File: config.mk
export PLATFORM = sky130hd
export DESIGN_NAME = lag_meter
export DESIGN_NICKNAME = d
export VERILOG_FILES = /design/src/rtl/lag_meter.sv
export SDC_FILE = /design/constraint.sdc
export NUM_CORES = 1
export LEC_CHECK = 0
export ABC_AREA = 1
export BUFFER_PORTS_ARGS = -buffer_cell sky130_fd_sc_hd__buf_2
export CAP_MARGIN = 40
export CORE_MARGIN = 2
export CORE_UTILIZATION = 54
export DETAILED_ROUTE_END_ITERATION = 8
export GPL_ROUTABILITY_DRIVEN = 0
export GPL_TIMING_DRIVEN = 0
export PLACE_DENSITY = 0.75
export SYNTH_ARGS = -nofsm -noshare
export SYNTH_HDL_FRONTEND = slang
export SYNTH_SLANG_ARGS = --single-unit
File: constraint.sdc
create_clock -name clk -period 2.46 [get_ports clk]
set_input_delay 0.123 -clock clk [delete_from_list [all_inputs] [get_ports clk]]
set_output_delay 0.123 -clock clk [all_outputs]
set_load 0.05 [all_outputs]
File: src/rtl/lag_meter.sv
// lag_meter: end-to-end display latency meter. Requests a one-frame flash on a
// VSync edge, times the photo-sensor response in microseconds and keeps
// last/min/max/count statistics for the on-screen readout.
module lag_meter #(
  parameter int unsigned US_DIV            = 50,
  parameter int unsigned TIMEOUT_US        = 200000,
  parameter int unsigned DEBOUNCE          = 16,
  parameter bit          SENSOR_ACTIVE_LOW = 1'b1
) (
  input  logic        clk,
  input  logic        reset_n,
  input  logic        vsync,
  input  logic        arm,
  input  logic        clear,
  input  logic        sensor_in,
  output logic        flash,
  output logic        busy,
  output logic        result_valid,
  output logic        timeout,
  output logic [17:0] last_us,
  output logic [17:0] min_us,
  output logic [17:0] max_us,
  output logic [7:0]  count
);

  localparam int unsigned PW = (US_DIV > 1) ? $clog2(US_DIV) : 1;
  localparam int unsigned DW = $clog2(DEBOUNCE + 1);

  localparam logic [PW-1:0] PresLast   = PW'(US_DIV - 1);
  localparam logic [DW-1:0] DebLast    = DW'(DEBOUNCE - 1);
  localparam logic [17:0]   TimeoutVal = 18'(TIMEOUT_US);

  localparam logic [2:0] StIdle     = 3'd0;
  localparam logic [2:0] StWaitVs   = 3'd1;
  localparam logic [2:0] StMeasure  = 3'd2;
  localparam logic [2:0] StReport   = 3'd3;
  localparam logic [2:0] StCooldown = 3'd4;

  logic          sync1_q, sync2_q;
  logic          filt_q;
  logic [DW-1:0] deb_cnt_q;
  logic          vs_prev_q;
  logic          vs_rise;
  logic          sens_norm;

  logic [2:0]    state_q, state_d;
  logic [PW-1:0] pres_q, pres_d;
  logic [17:0]   us_q, us_d;
  logic          flash_q, flash_d;
  logic          cd_q, cd_d;
  logic          timeout_q, timeout_d;

  logic [17:0]   last_q, min_q, max_q;
  logic [7:0]    count_q;

  // Normalise to active-high before synchronising; with a constant this is just an inverter.
  assign sens_norm = sensor_in ^ SENSOR_ACTIVE_LOW;
  assign vs_rise   = vsync & ~vs_prev_q;

  // Two-flop synchronizer and registered vsync for edge detection.
  always_ff @(posedge clk or negedge reset_n) begin
    if (!reset_n) begin
      sync1_q   <= 1'b0;
      sync2_q   <= 1'b0;
      vs_prev_q <= 1'b0;
    end else begin
      sync1_q   <= sens_norm;
      sync2_q   <= sync1_q;
      vs_prev_q <= vsync;
    end
  end

  // Debouncer: follow the synchronized level only after DEBOUNCE consecutive differing cycles.
  always_ff @(posedge clk or negedge reset_n) begin
    if (!reset_n) begin
      filt_q    <= 1'b0;
      deb_cnt_q <= '0;
    end else if (sync2_q != filt_q) begin
      if (deb_cnt_q == DebLast) begin
        filt_q    <= sync2_q;
        deb_cnt_q <= '0;
      end else begin
        deb_cnt_q <= deb_cnt_q + 1'b1;
      end
    end else begin
      deb_cnt_q <= '0;
    end
  end

  // Measurement FSM next-state, prescaler and microsecond counter.
  always_comb begin
    state_d   = state_q;
    pres_d    = pres_q;
    us_d      = us_q;
    flash_d   = flash_q;
    cd_d      = cd_q;
    timeout_d = 1'b0;
    case (state_q)
      StIdle: begin
        if (arm) state_d = StWaitVs;
      end
      StWaitVs: begin
        if (!arm) begin
          state_d = StIdle;
        end else if (vs_rise && !filt_q) begin
          state_d = StMeasure;
          // The start cycle itself is prescaler count 0, so cycle 1 already sits at 1.
          pres_d  = PW'(1);
          us_d    = '0;
          flash_d = 1'b1;
        end
      end
      StMeasure: begin
        if (!arm) begin
          state_d = StIdle;
          flash_d = 1'b0;
        end else if (filt_q) begin
          // Counters freeze here so REPORT sees the value at the detection cycle.
          state_d = StReport;
          flash_d = 1'b0;
        end else if (us_q == TimeoutVal) begin
          state_d   = StCooldown;
          flash_d   = 1'b0;
          timeout_d = 1'b1;
          cd_d      = 1'b0;
        end else begin
          if (vs_rise) flash_d = 1'b0;
          if (pres_q == PresLast) begin
            pres_d = '0;
            us_d   = us_q + 18'd1;
          end else begin
            pres_d = pres_q + 1'b1;
          end
        end
      end
      StReport: begin
        cd_d    = 1'b0;
        state_d = arm ? StCooldown : StIdle;
      end
      StCooldown: begin
        if (!arm) begin
          state_d = StIdle;
        end else if (filt_q) begin
          // Sensor still lit: restart the two-edge wait once it goes dark.
          cd_d = 1'b0;
        end else if (vs_rise) begin
          if (cd_q) state_d = StWaitVs;
          else      cd_d    = 1'b1;
        end
      end
      default: begin
        state_d = StIdle;
        flash_d = 1'b0;
      end
    endcase
  end

  // FSM and counter state.
  always_ff @(posedge clk or negedge reset_n) begin
    if (!reset_n) begin
      state_q   <= StIdle;
      pres_q    <= '0;
      us_q      <= '0;
      flash_q   <= 1'b0;
      cd_q      <= 1'b0;
      timeout_q <= 1'b0;
    end else begin
      state_q   <= state_d;
      pres_q    <= pres_d;
      us_q      <= us_d;
      flash_q   <= flash_d;
      cd_q      <= cd_d;
      timeout_q <= timeout_d;
    end
  end

  // Result and statistics; clear overrides a coincident REPORT for min/max/count only.
  always_ff @(posedge clk or negedge reset_n) begin
    if (!reset_n) begin
      last_q  <= '0;
      min_q   <= 18'h3FFFF;
      max_q   <= '0;
      count_q <= '0;
    end else begin
      if (state_q == StReport) last_q <= us_q;
      if (clear) begin
        min_q   <= 18'h3FFFF;
        max_q   <= '0;
        count_q <= '0;
      end else if (state_q == StReport) begin
        if (us_q < min_q)      min_q   <= us_q;
        if (us_q > max_q)      max_q   <= us_q;
        if (count_q != 8'hFF)  count_q <= count_q + 8'd1;
      end
    end
  end

  assign flash        = flash_q;
  assign busy         = (state_q != StIdle);
  assign result_valid = (state_q == StReport);
  assign timeout      = timeout_q;
  assign last_us      = last_q;
  assign min_us       = min_q;
  assign max_us       = max_q;
  assign count        = count_q;

endmodule

# Word-level counts from Yosys, hierarchy flattened
# Index checks and enable logic that the tools add are counted.
[word_totals]
regBits = 101
input_bits = 6
output_inout_bits = 66
word_cells = 125
[op_classes]
addsub = 4
magnitude_cmp = 2
eq_ne = 25
mux = 55
n_bitwise = 4
n_reduce_logical = 20
[op_table]
columns = ["cell", "n"]
rows = [
  ["$mux 18", 12],
  ["$mux 6", 6],
  ["$pmux 18 s2", 1],
  ["$mux 3", 11],
  ["$mux 8", 3],
  ["$add 18x1->18 const B", 1],
  ["$eq 18x18->1 const B", 1],
  ["$gt 18x18->1", 1],
  ["$lt 18x18->1", 1],
  ["$ne 2x2->1 const B", 9],
  ["$reduce_and 6->1", 3],
  ["$mux 1", 16],
  ["$ne 3x3->1 const B", 5],
  ["$pmux 3 s5", 1],
  ["$pmux 6 s2", 1],
  ["$mux 5", 2],
  ["$reduce_bool 2->1", 5],
  ["$add 8x1->8 const B", 1],
  ["$ne 8x8->1 const B", 1],
  ["$reduce_and 2->1", 4],
  ["$reduce_and 7->1", 1],
  ["$add 6x1->6 const B", 1],
  ["$eq 3x2->1 const B", 2],
  ["$eq 6x6->1 const B", 1],
  ["16 further kinds", 20],
]

# Longest topological paths before layout
[logic_depth]
depth_word = 7
mapped_depth = 15
mapped_depth_nobuf = 14

# Least setup slack after synthesis
# Ideal clock, no wire load.
[synth_path]
kind = "register to register"
startpoint = "register min_q[17] (netlist: min_us[17])"
endpoint = "register min_q[10] (netlist: min_us[10])"
arrival_time_ns = 2.014
required_ns = 2.399
slack_ns = 0.385
path_stages_with_launch = 14
path_buffers = 1
cell_sequence = "dfstp_2 inv_1 ha_1 nand2_1 nor2_1 nand2_1 nor2_1 o21ai_1 nand3_1 nand2_2 nand2_4 buf_4 nand2_1 nand2_1"
[synth_via]
elab_chain_cells = 3
[synth_rtl]
columns = ["element", "line_no", "rtl"]
rows = [
  ["start: declaration", "53", "logic [17:0] last_q, min_q, max_q;"],
  ["start signal: assignment", "191", "if (us_q < min_q) min_q <= us_q;"],
  ["$lt 18x18->1", "191", ""],
  ["$reduce_bool 2->1 (no line)", "-", ""],
  ["$reduce_and 2->1 (no line)", "-", ""],
]
# No other way between the ends.
# A chain may end at the register's enable or synchronous reset.

# Final worst setup path
[layout_path]
startpoint = "register us_q[17]"
endpoint = "register max_q[10] (netlist: max_us[10])"
[layout_via]
elab_chain_cells = 3
[layout_rtl]
columns = ["element", "line_no", "rtl"]
rows = [
  ["start: declaration", "48", "logic [17:0] us_q, us_d;"],
  ["start signal: assignment", "170", "us_q <= us_d;"],
  ["$gt 18x18->1", "192", "if (us_q > max_q) max_q <= us_q;"],
  ["$reduce_bool 2->1 (no line)", "-", ""],
  ["$reduce_and 2->1 (no line)", "-", ""],
  ["end signal: assignment", "192", ""],
  ["end: declaration", "53", ""],
]
# No other way between the ends.

==> flow_metrics.py <==
metrics = {
    "floorplanning": {
        "die_h_um": 111,
        "die_area_mm2": 0.0123,
        "rows": 38,
        "coreArea_mm2": 0.0110,
        "die_w_um": 111,
        "num_io_pins": 72,
        "initial_utilization_pct": 56.0,
    },
    "cells_and_area": {
        "stdcell_count": 1023,
        "drive_gt1_share_pct": 18.7,
        "synthToLayoutAreaGrowth_pct": 14.1,
        "post-route-util_pct": 63.9,
        "diodes": 0,
        "layout.nets": 925,
        "final_area_mm2": 0.00702,
    },
    "sta": {
        "fmax_mhz": 450,
        "hold_ws_ps": 76.2,
        "slew_viol_final": 0,
        "finalCritPeriodShare_pct": 90.3,
        "hold_viol_final": 0,
        "slew_headroom_pct": 56.7,
        "rsz0062_at_grt": "false",
        "worstMarginPinSlew_ps": 650,
        "setup_ws_ps": 238,
        "finClkSkew_ps": 12.5,
        "tns_ps": 0,
        "setup_viol_count_final": 0,
        "final.min_clock_period_ps": 2220,
    },
    "drt": {
        "drtAntennaViolNets": 0,
        "vias": 5826,
        "routedWlPerCell_um": 15.9,
        "via_per_inst": 5.70,
        "detail_route.first_pass.iterations": 6,
        "drt_iter0_drc": 452,
        "routed_wl_um": 16200,
        "drc": 0,
    },
    "critical_path": {
        "cp_slowest_cell": "dfrtp_1",
        "max_stage_delay_ps": 540,
        "setup.worst_path.start_class": "flop",
        "cp.arrival_ps": 2460,
        "critical_path_class": "flop to flop",
        "crit_chain": "ha_1 -> nand2_1 -> nor2_1 -> nand2_1 -> inv_1 -> a31oi_4 -> nand2_4 -> buf_6 -> nand3_1 -> nand2_1",
        "cpMostUsedCell": "nand2_1",
        "cp-end-kind": "flop",
        "critPathMaxFanout": 10,
        "cp_data_required_time_ps": 2700,
    },
    "pwr": {
        "total_power_mw": 5.17,
        "irDropWorstVdd_v": 0.000805,
        "power.density_mw_per_mm2": 737,
        "p_leak_nw": 3.68,
    },
    "logic_synthesis": {
        "synthFlopType": "dfrtp_1",
        "synth_mux_area_share_pct": 0,
        "syn_area_per_cell_um2": 7.75,
        "synth_common_cells": "nand2_1 (237), nand3_1 (88), inv_1 (86), dfrtp_1 (83)",
        "synth_seq_cells": 101,
        "yosys.area.top_type": "dfrtp_1",
        "synth_compound_area_share_pct": 8.65,
        "yosysWarningCount": 0,
        "seq_area_frac_synth_pct": 41.5,
        "synth_area_leaders": "dfrtp_1 (34%), nand2_1 (14%), ha_1 (8.3%), dfstp_2 (7.7%), nand3_1 (7.2%)",
        "synth_xor_area_share_pct": 0.998,
        "synth_cells": 793,
        "synth_cell_types": 43,
        "syn-num-nets": 840,
        "async_reset_ff_share_pct": 100,
        "synth_top_family_by_area": "simple AND/OR/NAND/NOR gates",
        "synth_adder_area_share_pct": 8.35,
        "synth-edff-count": 0,
        "yosys.area_share.simple_pct": 32.1,
        "yosysTopAreaCellShare_pct": 33.8,
        "netlist_area_mm2": 0.00615,
        "synth.most_common_cell": "nand2_1",
    },
    "clock_network": {
        "htreeDepth": 3,
        "clockRootBuffer": "clkbuf_16",
        "tritoncts": "yes",
        "clock_latency_ps": 360,
        "cts_buffers": 9,
        "clk_pin_slew_ps": 70,
        "cts_sinks": 101,
        "cts_resized": 0,
        "clockBufferDepth": 2,
    },
    "global_route": {
        "grt_usage_pct": 27.3,
        "grt_max_degree": 60,
        "grt_overflow": 0,
        "antenna_found_initial": 0,
        "grt_pass1_vias": 5611,
        "grt_pass1_wl_um": 27400,
    },
    "min_path": {
        "worstHoldPathType": "primary input to flop",
    },
    "placed_design": {
        "place_ws_ps": 299,
        "dp.final_hpwl_um": 12100,
        "portBuffers": 70,
        "dpl_cell_area_mm2": 0.00670,
        "dp.cells": 1004,
    },
    "flow_run": {
        "max-cap-violations": 0,
    },
    "status": {
        "status": "finished clean",
    },
}
-- worst max-delay path: cells and delay by family, from the launching register on --
family | cells | cell delay, ps
DFF | 1 | 540
AOI/OAI and AO/OA | 1 | 380
and+or+nand+nor | 6 | 580
buffers and inverters | 2 | 290
adders and majority gates | 1 | 320
-- power by group --
part	total (mW)	switching [mW]	internal (mW)
logic	1.78	1.32	0.460
clock network	1.39	0.663	0.724
registers	2.00	0.143	1.86
total	5.17	2.13	3.04
-- registers in the layout, summed over array words and instances, names as in the netlist --
| name | flops |
|---|---|
| vs_prev_q | 1 |
| sync2_q | 1 |
| cd_q | 1 |
| flash | 1 |
| sync1_q | 1 |
| state_q | 3 |
| count | 8 |
| max_us | 18 |
| pres_q | 6 |
| deb_cnt_q | 5 |
| min_us | 18 |
| filt_q | 1 |
| last_us | 18 |
| timeout | 1 |
| us_q | 18 |
-- cells by family (layout without fill, tap and decap cells) --
| kind of cell | after synthesis | after routing |
|---|---|---|
| AO/OA/AOI/OAI | 85 | 85 |
| XOR/XNOR | 7 | 7 |
| adder cells (fa/ha/maj) | 41 | 41 |
| buffers and inverters | 121 | 211 |
| flip-flops | 101 | 101 |
| AND/OR/NAND/NOR | 438 | 438 |
-- final cells by class --
| type | count | area, µm² |
|---|---|---|
| clock inverters | 6 | 45.0 |
| clock buffers | 10 | 239 |
| multi-input cells | 571 | 3080 |
| repair buffers | 74 | 410 |
| fillers | 961 | 3970 |
| plain buffers | 26 | 156 |
| flip-flops and latches | 101 | 2550 |
| inverters | 95 | 359 |
| well taps | 140 | 175 |
-- cell usage in the layout, fill, tap and decap left out, types with 17 or more instances in the layout --
cell type	count
nand2_1	237
dfstp_2	18
nor2_1	41
buf_2	76
nor3_1	17
dfrtp_1	83
nand4_1	32
inv_1	86
o21ai_0	29
nand3_1	88
ha_1	41
a21oi_1	24
o21ai_2	18
-- final timing paths --
path | depth (start not counted) | from | end | slack, ps
max | 10 | us_q[17]$_DFFE_PN0P_ | max_us[10]$_DFFE_PN0P_ | 240
min | 2 | clear | count[4]$_DFFE_PN0P_ | 80
max reg2reg | 10 | us_q[17]$_DFFE_PN0P_ | max_us[10]$_DFFE_PN0P_ | 240
min reg2reg | 0 | sync1_q$_DFF_PN0_ | sync2_q$_DFF_PN0_ | 360
max in group asynchronous | 3 | reset_n | min_us[15]$_DFFE_PN1P_ | 1400
min in group asynchronous | 2 | reset_n | count[2]$_DFFE_PN0P_ | 310
-- metal layers --
metal	GRT usage (%)	up-vias	share of wire (%)
met4	9.67	0	2.1
met2	45.0	267	48
met5	0	-	0
met1	36.9	2753	43
li1	-	2774	-
met3	4.21	32	7.1
-- what timing repair did --
action / in CTS / in global routing
endpoints found under the hold margin: 37 / 0
hold buffers: 3 / 0
setup buffers: 0 / 0
endpoints found under the setup margin: 0 / 0
Power figures use the tool's default switching activity.
